===== config.mk =====
export PLATFORM = sky130hd
export DESIGN_NAME = adc_scan_ctrl
export DESIGN_NICKNAME = d
export VERILOG_FILES = /design/src/rtl/adc_pkg.sv /design/src/rtl/adc_next_ch.sv /design/src/rtl/adc_scan_ctrl.sv
export SDC_FILE = /design/constraint.sdc
export NUM_CORES = 1
export LEC_CHECK = 0
export BUFFER_PORTS_ARGS = -buffer_cell sky130_fd_sc_hd__buf_2
export CORE_UTILIZATION = 55
export DETAILED_ROUTE_END_ITERATION = 6
export PLACE_DENSITY_LB_ADDON = 0.15
export RECOVER_POWER = 50
export SYNTH_ARGS = -nofsm -noshare
export SYNTH_HDL_FRONTEND = slang
export SYNTH_SLANG_ARGS = --single-unit

===== constraint.sdc =====
create_clock -name Clk -period 3.6 [get_ports Clk]
set_clock_uncertainty 0.05 [all_clocks]
set_input_delay 0.36 -clock Clk [delete_from_list [all_inputs] [get_ports Clk]]
set_output_delay 0.36 -clock Clk [all_outputs]
set_load 0.005 [all_outputs]

===== src/rtl/adc_pkg.sv =====
// Shared definitions for the ADC scan controller: FSM encoding and converter geometry.
package adc_pkg;

   localparam int ADC_BITS     = 12;
   localparam int ADC_CHANNELS = 8;
   localparam int CH_W         = 3;

   typedef enum logic [2:0] {
      IDLE      = 3'd0,
      SCAN_INIT = 3'd1,
      ISSUE     = 3'd2,
      WAIT      = 3'd3,
      STORE     = 3'd4,
      NEXT      = 3'd5,
      GAP       = 3'd6
   } scan_state_t;

endpackage


===== src/rtl/adc_next_ch.sv =====
// Priority encoder: lowest set mask bit strictly above i_ptr, or lowest set bit overall
// when i_from_start is high.
module adc_next_ch
   import adc_pkg::*;
(
   input  logic [ADC_CHANNELS-1:0] i_mask,
   input  logic [CH_W-1:0]         i_ptr,
   input  logic                    i_from_start,
   output logic [CH_W-1:0]         o_ch,
   output logic                    o_found
);

   logic [ADC_CHANNELS-1:0] w_keep;
   logic [ADC_CHANNELS-1:0] w_cand;

   assign w_keep = i_from_start ? 8'hFF : (8'hFE << i_ptr);
   assign w_cand = i_mask & w_keep;

   // Descending scan so the lowest candidate is the one left standing.
   always_comb begin
      o_ch    = 3'd0;
      o_found = 1'b0;
      for (int i = ADC_CHANNELS - 1; i >= 0; i--) begin
         o_found = o_found | w_cand[i];
         o_ch    = w_cand[i] ? 3'(i) : o_ch;
      end
   end

endmodule


===== src/rtl/adc_scan_ctrl.sv =====
// Round-robin scan sequencer for the SPI ADC driver: issues conversions, averages
// 2^AVG_LOG2 samples per enabled channel and keeps the averages in a small result file.
module adc_scan_ctrl
   import adc_pkg::*;
#(
   parameter int AVG_LOG2 = 2,
   parameter int SCAN_GAP = 50000,
   parameter int TIMEOUT  = 2000
) (
   input  logic                    Clk,
   input  logic                    Rst_n,
   input  logic                    Scan_en,
   input  logic [ADC_CHANNELS-1:0] Ch_mask,
   output logic                    En_convert,
   output logic [CH_W-1:0]         Adc_channel,
   input  logic                    Convert_done,
   input  logic                    Adc_state,
   input  logic [ADC_BITS-1:0]     Adc_result,
   output logic                    Result_valid,
   output logic [CH_W-1:0]         Result_ch,
   output logic [ADC_BITS-1:0]     Result_data,
   output logic                    Scan_done,
   input  logic [CH_W-1:0]         Rd_ch,
   output logic [ADC_BITS-1:0]     Rd_data,
   output logic [ADC_CHANNELS-1:0] Ch_valid,
   output logic                    Timeout_err
);

   localparam int ACC_W = ADC_BITS + AVG_LOG2;
   localparam int CNT_W = AVG_LOG2 + 1;
   localparam int TO_W  = $clog2(TIMEOUT + 2);
   localparam int GAP_W = $clog2(SCAN_GAP + 2);

   scan_state_t r_state;
   scan_state_t w_next;

   logic [ADC_CHANNELS-1:0] r_mask;
   logic [CH_W-1:0]         r_ptr;
   logic [ACC_W-1:0]        r_acc;
   logic [CNT_W-1:0]        r_cnt;
   logic [TO_W-1:0]         r_to;
   logic [GAP_W-1:0]        r_gap;
   logic [ADC_BITS-1:0]     r_file [ADC_CHANNELS];
   logic [ADC_CHANNELS-1:0] r_ch_valid;
   logic                    r_timeout_err;
   logic                    r_en_convert;
   logic                    r_result_valid;
   logic [CH_W-1:0]         r_result_ch;
   logic [ADC_BITS-1:0]     r_result_data;
   logic                    r_scan_done;

   logic [ADC_CHANNELS-1:0] w_srch_mask;
   logic                    w_from_start;
   logic [CH_W-1:0]         w_next_ch;
   logic                    w_found;
   logic [CNT_W-1:0]        w_cnt_inc;
   logic                    w_last;
   logic                    w_to_expired;
   logic                    w_gap_tc;
   logic [ACC_W-1:0]        w_acc_sum;
   logic [ADC_BITS-1:0]     w_avg_new;
   logic [ADC_BITS-1:0]     w_avg_store;
   logic                    w_en_d;
   logic                    w_rv_d;
   logic                    w_sd_d;

   // SCAN_INIT searches the live mask (it is being latched that cycle); NEXT uses the latched copy.
   assign w_from_start = (r_state == SCAN_INIT);
   assign w_srch_mask  = w_from_start ? Ch_mask : r_mask;

   adc_next_ch u_next_ch (
      .i_mask       (w_srch_mask),
      .i_ptr        (r_ptr),
      .i_from_start (w_from_start),
      .o_ch         (w_next_ch),
      .o_found      (w_found)
   );

   assign w_cnt_inc    = r_cnt + 1'b1;
   assign w_last       = (w_cnt_inc == CNT_W'(1 << AVG_LOG2));
   assign w_to_expired = (r_to == '0);
   assign w_gap_tc     = (r_gap <= GAP_W'(1));
   assign w_acc_sum    = r_acc + ACC_W'(Adc_result);
   assign w_avg_new    = ADC_BITS'(w_acc_sum >> AVG_LOG2);
   assign w_avg_store  = ADC_BITS'(r_acc >> AVG_LOG2);

   // State register.
   always_ff @(posedge Clk or negedge Rst_n) begin
      if (!Rst_n) begin
         r_state <= IDLE;
      end else begin
         r_state <= w_next;
      end
   end

   // Next-state logic.
   always_comb begin
      w_next = r_state;
      case (r_state)
         IDLE: begin
            if (Scan_en && (Ch_mask != 8'h00)) w_next = SCAN_INIT;
            else                              w_next = IDLE;
         end
         SCAN_INIT: begin
            if (w_found) w_next = ISSUE;
            else         w_next = IDLE;
         end
         ISSUE: begin
            if (!Adc_state) w_next = WAIT;
            else            w_next = ISSUE;
         end
         WAIT: begin
            if (Convert_done) begin
               if (w_last) w_next = STORE;
               else        w_next = ISSUE;
            end else if (w_to_expired) begin
               w_next = NEXT;
            end else begin
               w_next = WAIT;
            end
         end
         STORE: w_next = NEXT;
         NEXT: begin
            if (!Scan_en)           w_next = IDLE;
            else if (w_found)       w_next = ISSUE;
            else if (SCAN_GAP == 0) w_next = SCAN_INIT;
            else                    w_next = GAP;
         end
         GAP: begin
            if (!Scan_en)     w_next = IDLE;
            else if (w_gap_tc) w_next = SCAN_INIT;
            else              w_next = GAP;
         end
         default: w_next = IDLE;
      endcase
   end

   // Pulse decode; the pulses are registered so they appear the cycle after the decision.
   always_comb begin
      w_en_d = 1'b0;
      w_rv_d = 1'b0;
      w_sd_d = 1'b0;
      case (r_state)
         ISSUE:   w_en_d = !Adc_state;
         WAIT:    w_rv_d = Convert_done && w_last;
         NEXT:    w_sd_d = Scan_en && !w_found;
         default: w_en_d = 1'b0;
      endcase
   end

   // Output pulse registers.
   always_ff @(posedge Clk or negedge Rst_n) begin
      if (!Rst_n) begin
         r_en_convert   <= 1'b0;
         r_result_valid <= 1'b0;
         r_result_ch    <= 3'd0;
         r_result_data  <= 12'd0;
         r_scan_done    <= 1'b0;
      end else begin
         r_en_convert   <= w_en_d;
         r_result_valid <= w_rv_d;
         r_scan_done    <= w_sd_d;
         if (w_rv_d) begin
            r_result_ch   <= r_ptr;
            r_result_data <= w_avg_new;
         end
      end
   end

   // Scan datapath: pointer, accumulator, timers, result file and status flags.
   always_ff @(posedge Clk or negedge Rst_n) begin
      if (!Rst_n) begin
         r_mask        <= 8'h00;
         r_ptr         <= 3'd0;
         r_acc         <= '0;
         r_cnt         <= '0;
         r_to          <= '0;
         r_gap         <= '0;
         r_ch_valid    <= 8'h00;
         r_timeout_err <= 1'b0;
         for (int i = 0; i < ADC_CHANNELS; i++) r_file[i] <= 12'd0;
      end else begin
         case (r_state)
            SCAN_INIT: begin
               r_mask <= Ch_mask;
               r_ptr  <= w_next_ch;
               r_acc  <= '0;
               r_cnt  <= '0;
            end
            ISSUE: begin
               if (!Adc_state) r_to <= TO_W'(TIMEOUT - 1);
            end
            WAIT: begin
               if (Convert_done) begin
                  r_acc <= w_acc_sum;
                  r_cnt <= w_cnt_inc;
               end else if (w_to_expired) begin
                  r_timeout_err <= 1'b1;
               end else begin
                  r_to <= r_to - 1'b1;
               end
            end
            STORE: begin
               r_file[r_ptr]     <= w_avg_store;
               r_ch_valid[r_ptr] <= 1'b1;
            end
            NEXT: begin
               // Clearing here also drops a partial sum left behind by a timeout.
               if (w_found) r_ptr <= w_next_ch;
               r_acc <= '0;
               r_cnt <= '0;
               r_gap <= GAP_W'(SCAN_GAP);
            end
            GAP: r_gap <= r_gap - 1'b1;
            default: r_acc <= r_acc;
         endcase
      end
   end

   assign En_convert   = r_en_convert;
   assign Adc_channel  = r_ptr;
   assign Result_valid = r_result_valid;
   assign Result_ch    = r_result_ch;
   assign Result_data  = r_result_data;
   assign Scan_done    = r_scan_done;
   assign Ch_valid     = r_ch_valid;
   assign Timeout_err  = r_timeout_err;
   assign Rd_data      = r_file[Rd_ch];

endmodule


==> impl_summary.txt <==
----------------------------------------------------
[Drt]
  Iteration count of the initial detailed-routing pass ... 4
  Number of design-rule violations left by the first detailed-router iteration ... 408
  Routed wire length ... 18.5 mm
  Detailed-route vias per instance ... 6.00
  Drc violations ... 0
  Count of nets left with antenna violations after detail routing ... 0
  Overall via count from detail_route ... 6002
  Routed wire length per instance ... 18.5 µm

[Global routing]
  All-layer global routing usage ... 0.242
  Overflow left after global routing ... 0
  First-pass GRT wire length ... 30.3 mm
  Initial antenna violation count ... 0
  Vias in the first global route ... 6044
  Pin count of the biggest net entering global routing ... 83

[Yosys]
  Most instantiated library cell after synthesis ... sky130_fd_sc_hd__dfrtp_1
  Unique cell type count in the Yosys netlist ... 65
  Synth warn ... 0
  Sequential area share after synthesis ... 0.513
  Number of flops mapped to enable cells by yosys ... 0
  Predominant post-synthesis flop cell ... sky130_fd_sc_hd__dfrtp_1
  Netlist area before placement ... 8770 µm²
  Syn nets ... 767
  Area share of the largest cell type after synthesis ... 0.513
  Fraction of registers with async set/reset ... 1.00
  Synthesized instance count ... 721
  Flip-flop and latch count after synthesis ... 180
  Top cells by area, synth ... sky130_fd_sc_hd__dfrtp_1 51%, sky130_fd_sc_hd__mux2_2 15%, sky130_fd_sc_hd__mux4_2 6.2%, sky130_fd_sc_hd__o21ai_0 2.5%, sky130_fd_sc_hd__ha_1 2.4%
  Avg Inst Size Synth ... 12.2 µm²
  Dominant cell type by area after synthesis ... sky130_fd_sc_hd__dfrtp_1
  Top cell types by occurrence after synthesis ... 180 x sky130_fd_sc_hd__dfrtp_1, 113 x sky130_fd_sc_hd__mux2_2, 54 x sky130_fd_sc_hd__nand2_1

[Timing]
  Final setup TNS ... 0 ps
  Setup repair after global routing missed its margin ... no
  Final number of hold-violating endpoints ... 0
  Slew Limit Headroom ... -0.321
  Final count of pins violating max slew ... 83
  Final count of negative-setup-slack endpoints ... 0
  Highest attainable clock frequency ... 342 MHz
  Worst Tran Pin Value ... 1980 ps
  Final worst path period need ... 2920 ps
  Final period util ... 0.812

[Cells and area]
  Share of post-route cells with drive strength above 1 ... 0.313
  Filler Cell Count ... 1171
  Final #Nets ... 824
  Multi-input gate area ... 4040 µm²
  Layout Cell Area excl Fill ... 9820 µm²
  Flip-flop and latch area ... 4500 µm²
  Number of diodes added for antenna fixing ... 0
  Layout Area Growth over Synthesis ... 12.0%

[Power]
  Cell Pwr Density ... 611 nW/µm²
  Sum of internal, switching and leakage power ... 6000 µW
  Pleak ... 0.00475 µW
  Worst-case vdd ir drop ... 0.361 mV

[Worst setup path]
  Max incr delay on CP ... 650 ps
  Critical Path Start Type ... flip-flop
  Cells traversed along the worst timing path ... ha_1 -> fa_1 -> a21o_1 -> a21o_1 -> a2111oi_0 -> o21bai_1 -> nor3_1 -> a211o_1
  Slowest cell on the critical path ... sky130_fd_sc_hd__a2111oi_0
  Highest fanout seen on the critical path ... 5
  Kind of end point of the critical path ... flip-flop
  Path type of the worst setup path ... flip-flop to flip-flop
  Arrival time worst endpoint ... 3240 ps
  Endpoint required time on the critical path ... 3920 ps
  Cell occurring most often along the worst timing path ... sky130_fd_sc_hd__a21o_1

[Floorplanning]
  Area of the core ... 15400 µm²
  Die extent in x ... 128 µm
  Total Die Area ... 16500 µm²
  Placement row count ... 45
  Count of boundary I/O pins ... 70
  Initial Utilization ... 0.571
  Overall die height ... 128 µm

[Clocking]
  CTS tree ... yes
  H-tree depth ... 4
  Root Driver ... sky130_fd_sc_hd__clkbuf_16
  Buffer levels on the longest clock path ... 2
  CTS Sinks ... 180
  Post-CTS setup-driven buffer insertion count ... 0
  Number of instances resized during post-cts repair ... 0
  Clock-pin slew on the worst setup and hold paths ... 60 ps
  Clock buffer count from CTS ... 17
  Insertion delay of the later-clocked pin in the worst-skew pair ... 430 ps

[Place]
  Number of buffer cells added on primary ports ... 69
  Placed cell areas ... 9280 µm²
  Final HPWL DP ... 12.7 mm
  Routability congestion estimate ... 0.933

[Worst hold path]
  Path category of the worst min-delay check ... input pin to flip-flop

[Flow run]
  Count of maximum capacitance violations ... 1

[Outcome]
  Violations in the final reports ... capacitance limit, slew limit
  Status ... finished with violations

----------------------------------------------------
path summary, 6_finish.rpt:
check	end	startpoint	cells after the start	slack, ps
max	r_acc[10]$_DFFE_PN0P_	r_acc[0]$_DFFE_PN0P_	8	680
min	r_mask[2]$_DFF_PN0_	Ch_mask[2]	2	170
max reg2reg	r_acc[10]$_DFFE_PN0P_	r_acc[0]$_DFFE_PN0P_	8	680
min reg2reg	Ch_valid[6]$_DFFE_PN0P_	Ch_valid[6]$_DFFE_PN0P_	1	410
max in group asynchronous	r_gap[8]$_DFFE_PN0P_	Rst_n	3	840
min in group asynchronous	r_file[40]$_DFFE_PN0P_	Rst_n	2	990
where the power goes:
group | internal, µW | switching, µW | total [µW]
registers | 2300 | 369 | 2670
clock network | 1030 | 781 | 1810
logic | 647 | 864 | 1510
state kept, by name (all words and copies together) (netlist names):
| register | cells |
|---|---|
| r_to | 11 |
| Scan_done | 1 |
| r_state | 3 |
| Ch_valid | 8 |
| Result_valid | 1 |
| r_gap | 16 |
| Timeout_err | 1 |
| Result_ch | 3 |
| Adc_channel | 3 |
| r_cnt | 3 |
| En_convert | 1 |
| r_acc | 14 |
| r_file | 96 |
| Result_data | 12 |
| r_mask | 7 |
cells by family (layout without fill, tap and decap cells):
logic type | after synthesis | after routing | share of synthesized area
buf+inv | 54 | 123 | 0.0255
compound gates | 109 | 109 | 0.0813
fa+ha+maj | 18 | 18 | 0.0265
flops | 180 | 180 | 0.513
simple gates | 195 | 195 | 0.116
xor+xnor | 22 | 22 | 0.0220
mux | 143 | 143 | 0.216
cell usage in the layout (no fill, tap or decap), drive strengths merged, types with 6 or more instances in the layout:
master  instances
dfrtp         180
mux2          114
buf            56
nand2          54
o21ai          46
clkbuf         39
nand3          33
nor2           27
mux4           24
nor3           18
ha             17
a21oi          16
inv            16
nand2b         11
xor2           11
xnor2          11
and3           10
nor2b           7
a21o            6
or3             6
or2             6
layout make-up:
| cell class | count | area share |
|---|---|---|
| repair buffers | 78 | 0.0391 |
| clock inverters | 13 | 0.0135 |
| clock buffers | 18 | 0.0447 |
| well taps | 211 | 0.0269 |
| flip-flops and latches | 180 | 0.459 |
| multi-input cells | 487 | 0.412 |
| inverters | 14 | 0.00535 |
worst max-delay path, delay by kind of cell (launching register included):
| kind | cells | cell delay (ps) |
|---|---|---|
| AOI/OAI and AO/OA | 5 | 1490 |
| adders and majority gates | 2 | 650 |
| DFF | 1 | 390 |
| and+or+nand+nor | 1 | 280 |
through the flow:
| step | setup slack (ps) | instances | utilization | hold WS [ps] |
|---|---|---|---|---|
| after floorplan | 1090 | 721 | - | 14.4 |
| after global placement | 656 | 969 | 0.604 | 380 |
| after detailed placement | 681 | 969 | 0.604 | 397 |
| after CTS | 717 | 1001 | 0.641 | 154 |
| after global routing | 369 | 1001 | 0.639 | 156 |
| final | 678 | 1001 | 0.639 | 168 |
metal layers:
metal	GRT usage	vias up	share of wire
met1	0.319	3046	0.45
met5	0	-	0
met2	0.403	179	0.49
li1	-	2758	-
met4	0.0796	0	0.012
met3	0.0501	19	0.045
what timing repair did:
| item | CTS | global route |
|---|---|---|
| hold buffers | 1 | 0 |
| endpoints found under the setup margin | 0 | 0 |
| endpoints found under the hold margin | 78 | 0 |
Note: power is estimated with default switching activity, not from simulation.
